`config.mk`:
```
export PLATFORM = sky130hd
export DESIGN_NAME = noc_network_interface
export DESIGN_NICKNAME = d
export VERILOG_FILES = /design/src/rtl/noc_pkg.sv /design/src/rtl/noc_skid_buffer.sv /design/src/rtl/noc_network_interface.sv
export SDC_FILE = /design/constraint.sdc
export NUM_CORES = 1
export LEC_CHECK = 0
export ABC_AREA = 1
export CORE_AREA = 5 5 201 203
export DETAILED_ROUTE_END_ITERATION = 7
export DIE_AREA = 0 0 206 208
export PLACE_DENSITY = 0.85
export SYNTH_ARGS = -nofsm -noshare
export SYNTH_HDL_FRONTEND = slang
export SYNTH_SLANG_ARGS = --single-unit
```
`constraint.sdc`:
```
create_clock -name clk -period 5.94 [get_ports clk]
set_input_delay 0.891 -clock clk [delete_from_list [all_inputs] [get_ports clk]]
set_output_delay 0.891 -clock clk [all_outputs]
set_load 0.01 [all_outputs]
```
`src/rtl/noc_pkg.sv`:
```
// Shared NoC definitions: default widths, flit layout, network-interface FSM states.
package noc_pkg;

  localparam int NOC_DATA_WIDTH = 64;
  localparam int NOC_COORD_BITS = 4;

  typedef struct packed {
    logic [NOC_COORD_BITS-1:0] dest_x;
    logic [NOC_COORD_BITS-1:0] dest_y;
    logic [NOC_DATA_WIDTH-1:0] data;
  } noc_flit_t;

  typedef enum logic {
    NI_IDLE  = 1'b0,
    NI_BURST = 1'b1
  } ni_state_t;

endpackage

```
`src/rtl/noc_skid_buffer.sv`:
```
// Two-entry skid buffer: registered ready/valid on both sides, full throughput,
// output held stable while stalled. No combinational path out_ready -> in_ready.
module noc_skid_buffer #(
  parameter int WIDTH = 8
) (
  input  logic             clk,
  input  logic             rst,
  input  logic             in_valid,
  output logic             in_ready,
  input  logic [WIDTH-1:0] in_data,
  output logic             out_valid,
  input  logic             out_ready,
  output logic [WIDTH-1:0] out_data
);

  logic [WIDTH-1:0] mem [2];
  logic             wr_ptr;
  logic             rd_ptr;
  logic [1:0]       count;
  logic             push;
  logic             pop;

  assign in_ready  = (count != 2'd2);
  assign out_valid = (count != 2'd0);
  assign out_data  = mem[rd_ptr];
  assign push      = in_valid && in_ready;
  assign pop       = out_valid && out_ready;

  // Occupancy and pointers; these are the only state cleared by reset.
  always_ff @(posedge clk) begin
    if (rst) begin
      wr_ptr <= 1'b0;
      rd_ptr <= 1'b0;
      count  <= 2'd0;
    end else begin
      if (push) wr_ptr <= ~wr_ptr;
      if (pop)  rd_ptr <= ~rd_ptr;
      case ({push, pop})
        2'b10:   count <= count + 2'd1;
        2'b01:   count <= count - 2'd1;
        default: count <= count;
      endcase
    end
  end

  // Payload storage; contents are only observed while the entry is valid.
  always_ff @(posedge clk) begin
    if (push) mem[wr_ptr] <= in_data;
  end

endmodule

```
`src/rtl/noc_network_interface.sv`:
```
// Tile-side NoC endpoint: TX burst streaming into the router local port through
// a skid buffer, RX FWFT buffer from the router with misroute drop/flag.
module noc_network_interface
  import noc_pkg::*;
#(
  parameter int DATA_WIDTH    = NOC_DATA_WIDTH,
  parameter int COORD_BITS    = NOC_COORD_BITS,
  parameter int NODE_X        = 0,
  parameter int NODE_Y        = 0,
  parameter int LEN_BITS      = 8,
  parameter int RX_FIFO_DEPTH = 4
) (
  input  logic                  clk,
  input  logic                  rst,
  input  logic                  tx_cmd_valid,
  output logic                  tx_cmd_ready,
  input  logic [COORD_BITS-1:0] tx_cmd_dest_x,
  input  logic [COORD_BITS-1:0] tx_cmd_dest_y,
  input  logic [LEN_BITS-1:0]   tx_cmd_beats_m1,
  input  logic [DATA_WIDTH-1:0] tx_data,
  input  logic                  tx_data_valid,
  output logic                  tx_data_ready,
  output logic                  tx_done,
  output logic                  tx_busy,
  output logic [DATA_WIDTH-1:0] noc_out_data,
  output logic [COORD_BITS-1:0] noc_out_dest_x,
  output logic [COORD_BITS-1:0] noc_out_dest_y,
  output logic                  noc_out_valid,
  input  logic                  noc_out_ready,
  input  logic [DATA_WIDTH-1:0] noc_in_data,
  input  logic [COORD_BITS-1:0] noc_in_dest_x,
  input  logic [COORD_BITS-1:0] noc_in_dest_y,
  input  logic                  noc_in_valid,
  output logic                  noc_in_ready,
  output logic [DATA_WIDTH-1:0] rx_data,
  output logic                  rx_valid,
  input  logic                  rx_ready,
  output logic                  rx_misroute,
  output logic [31:0]           tx_flit_count,
  output logic [31:0]           rx_flit_count
);

  localparam int FLIT_W = 1 + 2 * COORD_BITS + DATA_WIDTH;
  localparam int PTR_W  = $clog2(RX_FIFO_DEPTH);
  localparam int CNT_W  = PTR_W + 1;
  localparam logic [CNT_W-1:0] RX_FULL = CNT_W'(RX_FIFO_DEPTH);

  // ---------------- TX ----------------
  ni_state_t             state;
  ni_state_t             state_nxt;
  logic [LEN_BITS-1:0]   beats_left;
  logic [COORD_BITS-1:0] dest_x_q;
  logic [COORD_BITS-1:0] dest_y_q;
  logic                  beat_last;
  logic                  cmd_hs;
  logic                  tx_push;
  logic                  skid_in_ready;
  logic                  skid_out_valid;
  logic [FLIT_W-1:0]     skid_in;
  logic [FLIT_W-1:0]     skid_out;
  logic                  out_hs;

  assign beat_last = (beats_left == '0);
  assign cmd_hs    = tx_cmd_valid && tx_cmd_ready;
  assign tx_push   = tx_data_valid && tx_data_ready;
  assign skid_in   = {beat_last, dest_x_q, dest_y_q, tx_data};
  assign out_hs    = noc_out_valid && noc_out_ready;

  // FSM state register.
  always_ff @(posedge clk) begin
    if (rst) state <= NI_IDLE;
    else     state <= state_nxt;
  end

  // Next-state and handshake outputs; the last beat returns to IDLE so a new
  // command can only be taken the cycle after.
  always_comb begin
    state_nxt     = state;
    tx_cmd_ready  = 1'b0;
    tx_data_ready = 1'b0;
    case (state)
      NI_IDLE: begin
        tx_cmd_ready = 1'b1;
        if (tx_cmd_valid) state_nxt = NI_BURST;
      end
      NI_BURST: begin
        tx_data_ready = skid_in_ready;
        if (tx_data_valid && skid_in_ready && beat_last) state_nxt = NI_IDLE;
      end
      default: state_nxt = NI_IDLE;
    endcase
  end

  // Burst destination and beat down-counter, loaded on command acceptance.
  always_ff @(posedge clk) begin
    if (cmd_hs) begin
      beats_left <= tx_cmd_beats_m1;
      dest_x_q   <= tx_cmd_dest_x;
      dest_y_q   <= tx_cmd_dest_y;
    end else if (tx_push) begin
      beats_left <= beats_left - 1'b1;
    end
  end

  noc_skid_buffer #(
    .WIDTH (FLIT_W)
  ) u_tx_skid (
    .clk       (clk),
    .rst       (rst),
    .in_valid  (tx_push),
    .in_ready  (skid_in_ready),
    .in_data   (skid_in),
    .out_valid (skid_out_valid),
    .out_ready (noc_out_ready),
    .out_data  (skid_out)
  );

  // Payload fields are zeroed while no flit is presented.
  assign noc_out_valid  = skid_out_valid;
  assign noc_out_data   = skid_out_valid ? skid_out[DATA_WIDTH-1:0] : '0;
  assign noc_out_dest_y = skid_out_valid ? skid_out[DATA_WIDTH +: COORD_BITS] : '0;
  assign noc_out_dest_x = skid_out_valid ? skid_out[DATA_WIDTH+COORD_BITS +: COORD_BITS] : '0;
  assign tx_busy        = (state == NI_BURST) || skid_out_valid;

  // Completion pulse after the router takes a last-tagged flit; TX flit counter.
  always_ff @(posedge clk) begin
    if (rst) begin
      tx_done       <= 1'b0;
      tx_flit_count <= '0;
    end else begin
      tx_done <= out_hs && skid_out[FLIT_W-1];
      if (out_hs) tx_flit_count <= tx_flit_count + 32'd1;
    end
  end

  // ---------------- RX ----------------
  logic [DATA_WIDTH-1:0] rx_mem [RX_FIFO_DEPTH];
  logic [PTR_W-1:0]      rx_wr_ptr;
  logic [PTR_W-1:0]      rx_rd_ptr;
  logic [CNT_W-1:0]      rx_count;
  logic                  in_hs;
  logic                  dest_hit;
  logic                  rx_push;
  logic                  rx_pop;

  assign noc_in_ready = (rx_count != RX_FULL);
  assign in_hs        = noc_in_valid && noc_in_ready;
  assign dest_hit     = (noc_in_dest_x == COORD_BITS'(NODE_X)) &&
                        (noc_in_dest_y == COORD_BITS'(NODE_Y));
  assign rx_push      = in_hs && dest_hit;
  assign rx_valid     = (rx_count != '0);
  assign rx_pop       = rx_valid && rx_ready;
  assign rx_data      = rx_valid ? rx_mem[rx_rd_ptr] : '0;

  // RX occupancy, pointers, misroute flag and delivery counter.
  always_ff @(posedge clk) begin
    if (rst) begin
      rx_wr_ptr     <= '0;
      rx_rd_ptr     <= '0;
      rx_count      <= '0;
      rx_misroute   <= 1'b0;
      rx_flit_count <= '0;
    end else begin
      rx_misroute <= in_hs && !dest_hit;
      if (rx_push) rx_wr_ptr <= rx_wr_ptr + 1'b1;
      if (rx_pop)  rx_rd_ptr <= rx_rd_ptr + 1'b1;
      case ({rx_push, rx_pop})
        2'b10:   rx_count <= rx_count + 1'b1;
        2'b01:   rx_count <= rx_count - 1'b1;
        default: rx_count <= rx_count;
      endcase
      if (rx_pop) rx_flit_count <= rx_flit_count + 32'd1;
    end
  end

  // RX payload storage.
  always_ff @(posedge clk) begin
    if (rx_push) rx_mem[rx_wr_ptr] <= noc_in_data;
  end

endmodule

```
==> impl_metrics.toml, run 1 <==
[sta]
clock_skew_ns = 0.01459
hold_ws_ns = 0.4492
fin_crit_sh_pct = 72.68
finalHoldViolations = 0
slew_violations = 0
tns_ns = 0
worst_slack_ns = 1.623
final-setup-viol-count = 0
grt_setup_unrepaired = "no"
period_minus_slack_ns = 4.317
worst_pin_slew_ns = 1.281
relSlewSlack_pct = 14.57
fmaxAchievable_mhz = 231.6

[cells_and_area]
final_nets = 2379
seq_area_sq_mm = 0.01418
multiInputGateArea_sq_mm = 0.005309
area_growth_pct = 28.66
drive_gt1_share_pct = 5.383
nFillCells = 2654
post-route-util_pct = 67.64

[drt]
viasPerCell = 5.478
drtPass1Iterations = 6
drtAntennaViolNets = 0
wl_per_cell_um = 19.56
vias = 15200
post-route-drc-count = 0
drt-total-wl_um = 54250
first_iter_violations = 1337

[clock_tree]
cts_setup_buffers = 0
cts-buffers-inserted = 49
cts_hold_buf = 0
h-tree-depth = 2
clkSinkCount = 499
clkTransAtPathRegs_ns = 0.06
clock_latency_ns = 0.59
ctsResizeCount = 0
clockRootBuffer = "clkbuf_16"
clockBufferDepth = 3
cts_tree = "yes"

[yosys]
syn_area_sq_mm = 0.02013
ys_warn_count = 0
syn-num-nets = 2024
synth.area.top_cells = "edfxtp_1, dfxtp_1, nor2_1"
syn_inst = 1855
synth_edf_count = 418
synth_seq_cells = 499
synthArstFlopShare_pct = 0
yosysUniqueCellTypes = 37
yosysTopAreaCellShare_pct = 62.36
ys_seq_area_share_pct = 70.41
syn_avg_cell_area_sq_um = 10.85
ys.flop_type = "edfxtp_1"
synth_area_leader_cell = "edfxtp_1"

[power_and_ir_drop]
p_leak_nw = 8.929
ir_drop_mv = 0.2803
p_per_area_mw_per_mm2 = 304.9
power_mw = 7.896

[setup_path]
crit_type = "flip-flop to output pin"
worstPathMaxFanout = 114
start_kind = "flip-flop"
end_kind = "output pin"
cp.arrival_ns = 3.43
cp_data_required_time_ns = 5.05

[floorplanning]
die_y_um = 208
num_rows = 72
design.core.area_sq_mm = 0.03829
io_pins = 367
die_area_sq_mm = 0.04285
start_util_pct = 52.58
die_w_um = 206

[min_path]
hp-class = "flip-flop to flip-flop"

[global_route]
grt_overflow_total = 0
antenna_found_initial = 13
grt_max_degree = 115
grt_usage_pct = 24.30
grt_pass1_wl_um = 82770
grt_pass1_vias = 14880

[placement]
gp_congestion = 0.8747
dp_slack_ns = 2.205
place_hpwl_um = 35740
portBuffers = 366

[job]
maxCapViolCount = 0

[outcome]
status = "complete, no violations"
critical path, stage by stage (launching register included):
cell and delay, ns:
dfxtp_4 0.45, buf_4 0.97, nor2_1 0.18, nor2_1 0.16, o21ai_0 0.12, a21oi_1 0.30
clkdlybuf4s50_1 0.62
layer usage:
layer | GRT usage, % | routed length (um) | part of all wire (%)
met1 | 30.48 | 20070 | 37
met5 | 0 | 69 | 0.13
met3 | 6.680 | 5221 | 9.6
met4 | 8.352 | 1700 | 3.1
met2 | 40.82 | 27190 | 50
state kept, by name (all words and copies together), names as in the netlist, named ones only:
| signal | flops |
|---|---|
| beats_left | 8 |
| dest_x_q | 4 |
| dest_y_q | 4 |
| rx_count | 3 |
| rx_flit_count | 32 |
| rx_mem | 256 |
| rx_misroute | 1 |
| rx_rd_ptr | 2 |
| rx_wr_ptr | 2 |
| state | 1 |
| tx_done | 1 |
| tx_flit_count | 32 |
| u_tx_skid.count | 2 |
| u_tx_skid.mem | 146 |
| u_tx_skid.rd_ptr | 1 |
| u_tx_skid.wr_ptr | 1 |
cell families after synthesis:
logic type,Yosys count,share of synthesized area [%]
flops,499,70.41
fa+ha+maj,10,0.6589
xor+xnor,8,0.3481
simple gates,807,16.24
buf+inv,178,3.462
compound gates,353,8.882
cell usage in the layout, fill, tap and decap left out, types with 3 or more instances in the layout:
master / count
o21ai_0: 163
clkinv_1: 8
nand2_1: 314
nor2_4: 10
edfxtp_1: 418
a31oi_1: 4
clkdlybuf4s50_1: 366
inv_2: 4
diode_2: 8
bufinv_16: 4
o21bai_1: 3
clkbuf_16: 50
clkbuf_1: 11
nor2_2: 6
xnor2_1: 3
nand3_1: 50
dfxtp_1: 78
xor2_1: 5
inv_1: 93
clkinv_2: 11
a21oi_1: 177
nand4_1: 16
nor2_1: 387
ha_1: 9
o21ai_1: 3
buf_4: 18
nor3_1: 11
stage by stage:
step           cell area [sq um]  cells
3_3_place_gp               24300   2677
2_1_floorplan              20130   1855
6_report                   25900   2774
4_1_cts                    25880   2766
3_5_place_dp               24300   2677
5_1_grt                    25900   2773
worst paths after layout:
path / endpoint / from / cells past startpoint / slack [ns]
worst max-delay path: rx_data[54] / flip-flop / 6 / 1.62
worst min register to register: u_tx_skid.mem[1][71]$_DFFE_PP_ / dest_x_q[3]$_DFFE_PP_ / 0 / 0.45
worst max register to register: rx_mem[3][32]$_DFFE_PP_ / rx_count[1]$_SDFFE_PP0P_ / 5 / 3.13
worst min-delay path: u_tx_skid.mem[1][71]$_DFFE_PP_ / dest_x_q[3]$_DFFE_PP_ / 0 / 0.45
power by group:
group	total [mW]	internal, mW	switching [mW]
combinational	0.966	0.433	0.533
clock	3.05	1.75	1.30
sequential	3.88	3.85	0.0299
synthesized netlist by cell type, types with 2 or more instances:
cell	number
a21oi_1	177
a31oi_1	4
and2_1	2
buf_1	20
buf_2	23
clkbuf_1	37
dfxtp_1	81
edfxtp_1	418
ha_1	9
inv_1	93
inv_2	4
nand2_1	314
nand2_2	2
nand3_1	50
nand4_1	16
nor2_1	393
nor2_2	7
nor2_4	3
nor2_8	2
nor3_1	11
o21ai_0	163
o21ai_1	3
o21bai_1	3
xnor2_1	3
xor2_1	5
cell type report:
cell class | instances | area share, %
Tap cell | 518 | 2.503
Inverter | 98 | 1.420
Timing Repair Buffer | 384 | 14.67
Clock buffer | 63 | 5.097
Sequential cell | 499 | 54.75
Multi-Input combinational cell | 1178 | 20.50
Antenna cell | 8 | 0.07730
Clock inverter | 26 | 0.9856
Power figures use the tool's default switching activity.
==> run 2, diff against run 1 <==
--- a/config.mk
+++ b/config.mk
@@ -6,10 +6,10 @@
 export NUM_CORES = 1
 export LEC_CHECK = 0
 export ABC_AREA = 1
-export CORE_AREA = 5 5 201 203
+export CORE_AREA = 5 5 213 215
 export DETAILED_ROUTE_END_ITERATION = 7
-export DIE_AREA = 0 0 206 208
-export PLACE_DENSITY = 0.85
+export DIE_AREA = 0 0 218 220
+export PLACE_DENSITY = 0.8
 export SYNTH_ARGS = -nofsm -noshare
 export SYNTH_HDL_FRONTEND = slang
 export SYNTH_SLANG_ARGS = --single-unit
==> constraint.sdc (replaced) <==
create_clock -name clk -period 3.75 [get_ports clk]
set_input_delay 0.5625 -clock clk [delete_from_list [all_inputs] [get_ports clk]]
set_output_delay 0.5625 -clock clk [all_outputs]
set_load 0.01 [all_outputs]
==> run 2 against run 1 <==
Critical path depth unchanged. Sequential power increased by 59%. Sequential cell count unchanged. Combinational power increased by 59%. Worst hold slack got worse by 0.0046 ns. Die area increased by 12%. Highest routed layer unchanged.
==> impl_metrics.toml, run 2 (synthesis gave the netlist of run 1 again) <==
[outcome]
status = "complete, no violations"

[setup_path]
endpoint = "rx_data[41]"
reg2reg_depth = 10
cp_slowest_cell = "clkdlybuf4s50_1"
path_common_cell = "nor2_1"
worstPathMaxFanout = 44
cp.arrival_ns = 2.84
crit_buf_inv = 2
reg2reg_setup_slack_ns = 1.14
reg2reg_from = "rx_count[0]$_SDFFE_PP0P_"
cp_top_family = "buffers and inverters"
end_kind = "output pin"
start_kind = "flip-flop"
cp_data_required_time_ns = 3.19
crit_cells = 6
crit_type = "flip-flop to output pin"
cp_slowest_stage_delay_ns = 0.61
r2r_end = "rx_count[2]$_SDFFE_PP0P_"
worstPathCellList = "buf_4 -> nor2_1 -> nor2_1 -> o21ai_0 -> a21oi_1 -> clkdlybuf4s50_1"

[placement]
portBuffers = 366
place_hpwl_um = 35200
placed_cell_area_sq_mm = 0.02474
gp_congestion = 0.9150

[sta]
slew_violations = 0
final-setup-viol-count = 0
period_minus_slack_ns = 3.404
grt_setup_unrepaired = "no"
relSlewSlack_pct = 44.57
fmaxAchievable_mhz = 293.8
fin_crit_sh_pct = 90.78
finalHoldViolations = 0
hold_ws_ns = 0.4446
tns_ns = 0
clock_skew_ns = 0.01269
worst_pin_slew_ns = 0.8314

[drt]
route.met2.wl_um = 26770
first_iter_violations = 1218
dr.max_layer_used = "met5"
drtPass1Iterations = 6
drt-total-wl_um = 52670
drtAntennaViolNets = 0
dr_wl_met3_um = 3799
wl_met1_um = 20400
wl_per_cell_um = 18.40
viasPerCell = 5.286
post-route-drc-count = 0
vias = 15130

[cells_and_area]
area_growth_pct = 30.40
reg_top3 = "rx_mem x256, u_tx_skid.mem x146"
seq_area_sq_mm = 0.01418
stdcell_area_sq_mm = 0.02625
final_nets = 2399
drive_gt1_share_pct = 6.173
multiInputGateArea_sq_mm = 0.005309
top_register = "rx_mem"
nFillCells = 3479
largest_reg_flops = 256
mostFrequentLayoutCells = "edfxtp_1, nor2_1, clkdlybuf4s50_1"
layout_commonest_cell = "edfxtp_1"

[global_route]
antenna_found_initial = 3
grt_pass1_vias = 15000
grt_usage_pct = 21.17
grt_overflow_total = 0
grt_pass1_wl_um = 81140
grt_max_degree = 74

[min_path]
hp-class = "flip-flop to flip-flop"

[clock_tree]
ctsResizeCount = 0
clkTransAtPathRegs_ns = 0.06
clockBufferDepth = 3
cts_hold_buf = 0
cts_setup_buffers = 0
clock_latency_ns = 0.59
h-tree-depth = 2
clockRootBuffer = "clkbuf_16"
cts-buffers-inserted = 50
cts_tree = "yes"
clkSinkCount = 499

[floorplanning]
io_pins = 367
design.core.area_sq_mm = 0.04355
die_w_um = 218
die_y_um = 220
num_rows = 77
die_area_sq_mm = 0.04796
start_util_pct = 46.22

[power_and_ir_drop]
p_leak_nw = 9.046
p_per_area_mw_per_mm2 = 469.6
ir_drop_mv = 0.3028

[job]
maxCapViolCount = 0
[run 2: cell count changes in the layout (fill, tap and decap cells not counted)]
cell,change
clkinv_16,-1
inv_6,+1
clkinv_1,+1
clkbuf_8,-2
clkinv_2,+2
bufinv_16,-2
clkinv_8,+1
diode_2,-6
buf_4,+3
clkinvlp_4,+1
buf_12,+16
[run 2: worst reg2reg max path: cells and delay by family, from the launching register on]
kind / cells / cell delay (ns)
compound gates: 5 / 0.66
fa+ha+maj: 2 / 0.63
buf+inv: 1 / 0.07
flops: 1 / 0.32
simple gates: 2 / 0.84
[run 2: power breakdown]
part	internal [mW]	switching (mW)
clock	2.59	2.04
sequential	6.11	0.0445
combinational	0.703	0.838
[run 2: worst min-delay path by stage]
stage                                     end  cells after the start                   from  slack, ns
6_report       u_tx_skid.mem[0][68]$_DFFE_PP_                      0  dest_x_q[0]$_DFFE_PP_       0.44
4_1_cts        u_tx_skid.mem[0][68]$_DFFE_PP_                      0  dest_x_q[0]$_DFFE_PP_       0.44
3_3_place_gp   u_tx_skid.mem[0][68]$_DFFE_PP_                      0  dest_x_q[0]$_DFFE_PP_       0.42
2_1_floorplan  u_tx_skid.mem[0][64]$_DFFE_PP_                      0  dest_y_q[0]$_DFFE_PP_       0.42
3_5_place_dp   u_tx_skid.mem[0][67]$_DFFE_PP_                      0  dest_y_q[3]$_DFFE_PP_       0.43
5_1_grt        u_tx_skid.mem[0][67]$_DFFE_PP_                      0  dest_y_q[3]$_DFFE_PP_       0.46
[run 2: through the flow]
step / instances / power, mW / utilization [%] / setup slack [ns]
6_report: 2862 / 12.33 / 60.27 / 0.3458
5_1_grt: 2861 / 12.80 / 60.27 / 0.1275
4_1_cts: 2860 / 12.44 / 60.26 / 0.3326
3_5_place_dp: 2770 / 7.815 / 56.81 / 0.7914
3_3_place_gp: 2770 / 7.782 / 56.81 / 0.7966
2_1_floorplan: 1855 / 6.915 / - / -0.7660
[run 2: per-layer routing]
layer	up-vias	GRT usage, %
met1	7289	26.54
met4	2	7.578
met3	120	4.932
met2	608	36.24
met5	-	0
li1	7109	-
[run 2: cell type report]
class / count / area share (%)
Timing Repair Buffer: 403 / 15.78
Multi-Input combinational cell: 1178 / 20.23
Clock inverter: 29 / 0.8056
Sequential cell: 499 / 54.02
Inverter: 98 / 1.401
Tap cell: 592 / 2.822
Clock buffer: 61 / 4.924
Antenna cell: 2 / 0.01907
==> run 3, diff against run 2 <==
--- a/config.mk
+++ b/config.mk
@@ -6,10 +6,11 @@
 export NUM_CORES = 1
 export LEC_CHECK = 0
 export ABC_AREA = 1
-export CORE_AREA = 5 5 213 215
+export CORE_AREA = 5 5 198 200
 export DETAILED_ROUTE_END_ITERATION = 7
-export DIE_AREA = 0 0 218 220
-export PLACE_DENSITY = 0.8
+export DIE_AREA = 0 0 203 205
+export DONT_BUFFER_PORTS = 1
+export PLACE_DENSITY = 0.77
 export SYNTH_ARGS = -nofsm -noshare
 export SYNTH_HDL_FRONTEND = slang
 export SYNTH_SLANG_ARGS = --single-unit
==> run 3 against run 2 <==
Cell count shrank 18%. Clock skew is 0.0016 ns higher. Fmax rose by 5.2%. Die area down 13%. Clock-buffer cell count is 1 higher. Setup slack gained 0.17 ns. Routed wire length down 12%. Largest power group unchanged. Global-route usage rose by 0.38 points. Combinational power decreased by 43%. First-iteration DRC count fell by 0.74%. Clock power barely moved. Critical endpoint is now rx_data[6].
==> impl_metrics.toml, run 3 (synthesis gave the netlist of run 1 again) <==
[cells_and_area]
final_cells = 2355
drive_gt1_share_pct = 6.167
largest_reg_flops = 256
mostFrequentLayoutCells = "edfxtp_1, nor2_1, nand2_1"
layout_commonest_cell = "edfxtp_1"
final_nets = 2011
top_register = "rx_mem"
reg_top3 = "rx_mem x256, u_tx_skid.mem x146"
diodes = 0
area_growth_pct = 10.42
stdcell_area_sq_mm = 0.02223
post-route-util_pct = 59.72

[sta]
worst_pin_slew_ns = 1.215
final-setup-viol-count = 0
tns_ns = 0
period_minus_slack_ns = 3.237
finalHoldViolations = 0
grt_setup_unrepaired = "no"
fin_crit_sh_pct = 86.32
relSlewSlack_pct = 18.97
clock_skew_ns = 0.01433
fmaxAchievable_mhz = 308.9
hold_ws_ns = 0.06133
slew_violations = 0

[job]
maxCapViolCount = 0

[drt]
vias = 13300
post-route-drc-count = 0
wl_per_cell_um = 19.72
drt-total-wl_um = 46440
viasPerCell = 5.649
first_iter_violations = 1209
drtAntennaViolNets = 0
drtPass1Iterations = 7

[setup_path]
cp_slowest_stage_delay_ns = 0.89
worstPathCellList = "nor2_1 -> nand2_1 -> inv_2 -> a21oi_1"
cp_slowest_cell = "inv_2"
cp.arrival_ns = 2.67
start_kind = "flip-flop"
reg2reg_depth = 10
cp_data_required_time_ns = 3.19
end_kind = "output pin"
crit_type = "flip-flop to output pin"
worstPathMaxFanout = 64

[clock_tree]
cts_hold_buf = 0
h-tree-depth = 2
clockRootBuffer = "clkbuf_16"
clkTransAtPathRegs_ns = 0.06
clockBufferDepth = 3
clkSinkCount = 499
ctsResizeCount = 0
cts_setup_buffers = 0
cts-buffers-inserted = 48
clock_latency_ns = 0.57
cts_tree = "yes"

[global_route]
antenna_found_initial = 0
grt_usage_pct = 21.55
grt_pass1_wl_um = 71600
grt_overflow_total = 0
grt_pass1_vias = 12890
grt_max_degree = 129

[floorplanning]
die_w_um = 203
die_area_sq_mm = 0.04162
num_rows = 71
io_pins = 367
die_y_um = 205
start_util_pct = 54.08
design.core.area_sq_mm = 0.03722

[power_and_ir_drop]
p_per_area_mw_per_mm2 = 526.0
p_comb_share_pct = 7.5
clkPwrFrac_pct = 39.9
p_leak_nw = 7.606
p_int_mw = 8.990
p_seq_share_pct = 52.7
ir_drop_mv = 0.3778
netSwitchingPower_mw = 2.701
swShare_pct = 23.10

[min_path]
hp-class = "input port to flip-flop"
whs_path_depth = 1

[placement]
placed_cell_area_sq_mm = 0.02070
gp_congestion = 0.9176
dp_cells = 2266
portBuffers = 0
place_hpwl_um = 30130

[outcome]
status = "complete, no violations"
run 3: per-layer routing:
| metal | global-route usage [%] | routed length, um |
|---|---|---|
| met4 | 6.547 | 1270 |
| met5 | 0 | 0 |
| met3 | 6.443 | 4615 |
| met1 | 26.85 | 17590 |
| met2 | 36.67 | 22960 |
run 3: critical path: cells and delay by family (launching register included):
family                 cells  cell delay [ns]
AO/OA/AOI/OAI              1             0.33
buffers and inverters      1             0.89
flip-flops                 1             0.31
AND/OR/NAND/NOR            2             0.50
run 3: final cells by class:
type                       count  area [sq um]
fill                        2887         14990
sequential                   499         14180
multi-input combinational   1178          5309
clock buffer                  62          1285
tap                          474         593.1
inverter                      98         367.9
timing repair buffer          17         252.7
clock inverter                27         240.2
run 3: power by group through the flow:
stage	Combinational [mW]	Sequential [mW]	Clock (mW)
floorplan	0.649	6.27	0
global placement	0.863	6.27	0
detailed placement	0.878	6.27	0
CTS	0.883	6.16	4.76
global route	0.957	6.16	4.98
finish	0.872	6.16	4.66
run 3: final timing paths:
path	startpoint	to	slack, ns
setup / recovery	rx_count[0]$_SDFFE_PP0P_	rx_data[6]	0.51
hold / removal	rst	tx_flit_count[8]$_SDFFE_PP0P_	0.06
setup reg to reg	rx_count[0]$_SDFFE_PP0P_	rx_count[2]$_SDFFE_PP0P_	1.28
hold reg to reg	dest_y_q[3]$_DFFE_PP_	u_tx_skid.mem[1][67]$_DFFE_PP_	0.45
run 3: metrics by stage:
step	setup slack (ns)	power, mW
global route	0.3227	12.10
floorplan	-0.7660	6.915
CTS	0.4804	11.80
global placement	1.015	7.132
detailed placement	1.027	7.153
finish	0.5130	11.69
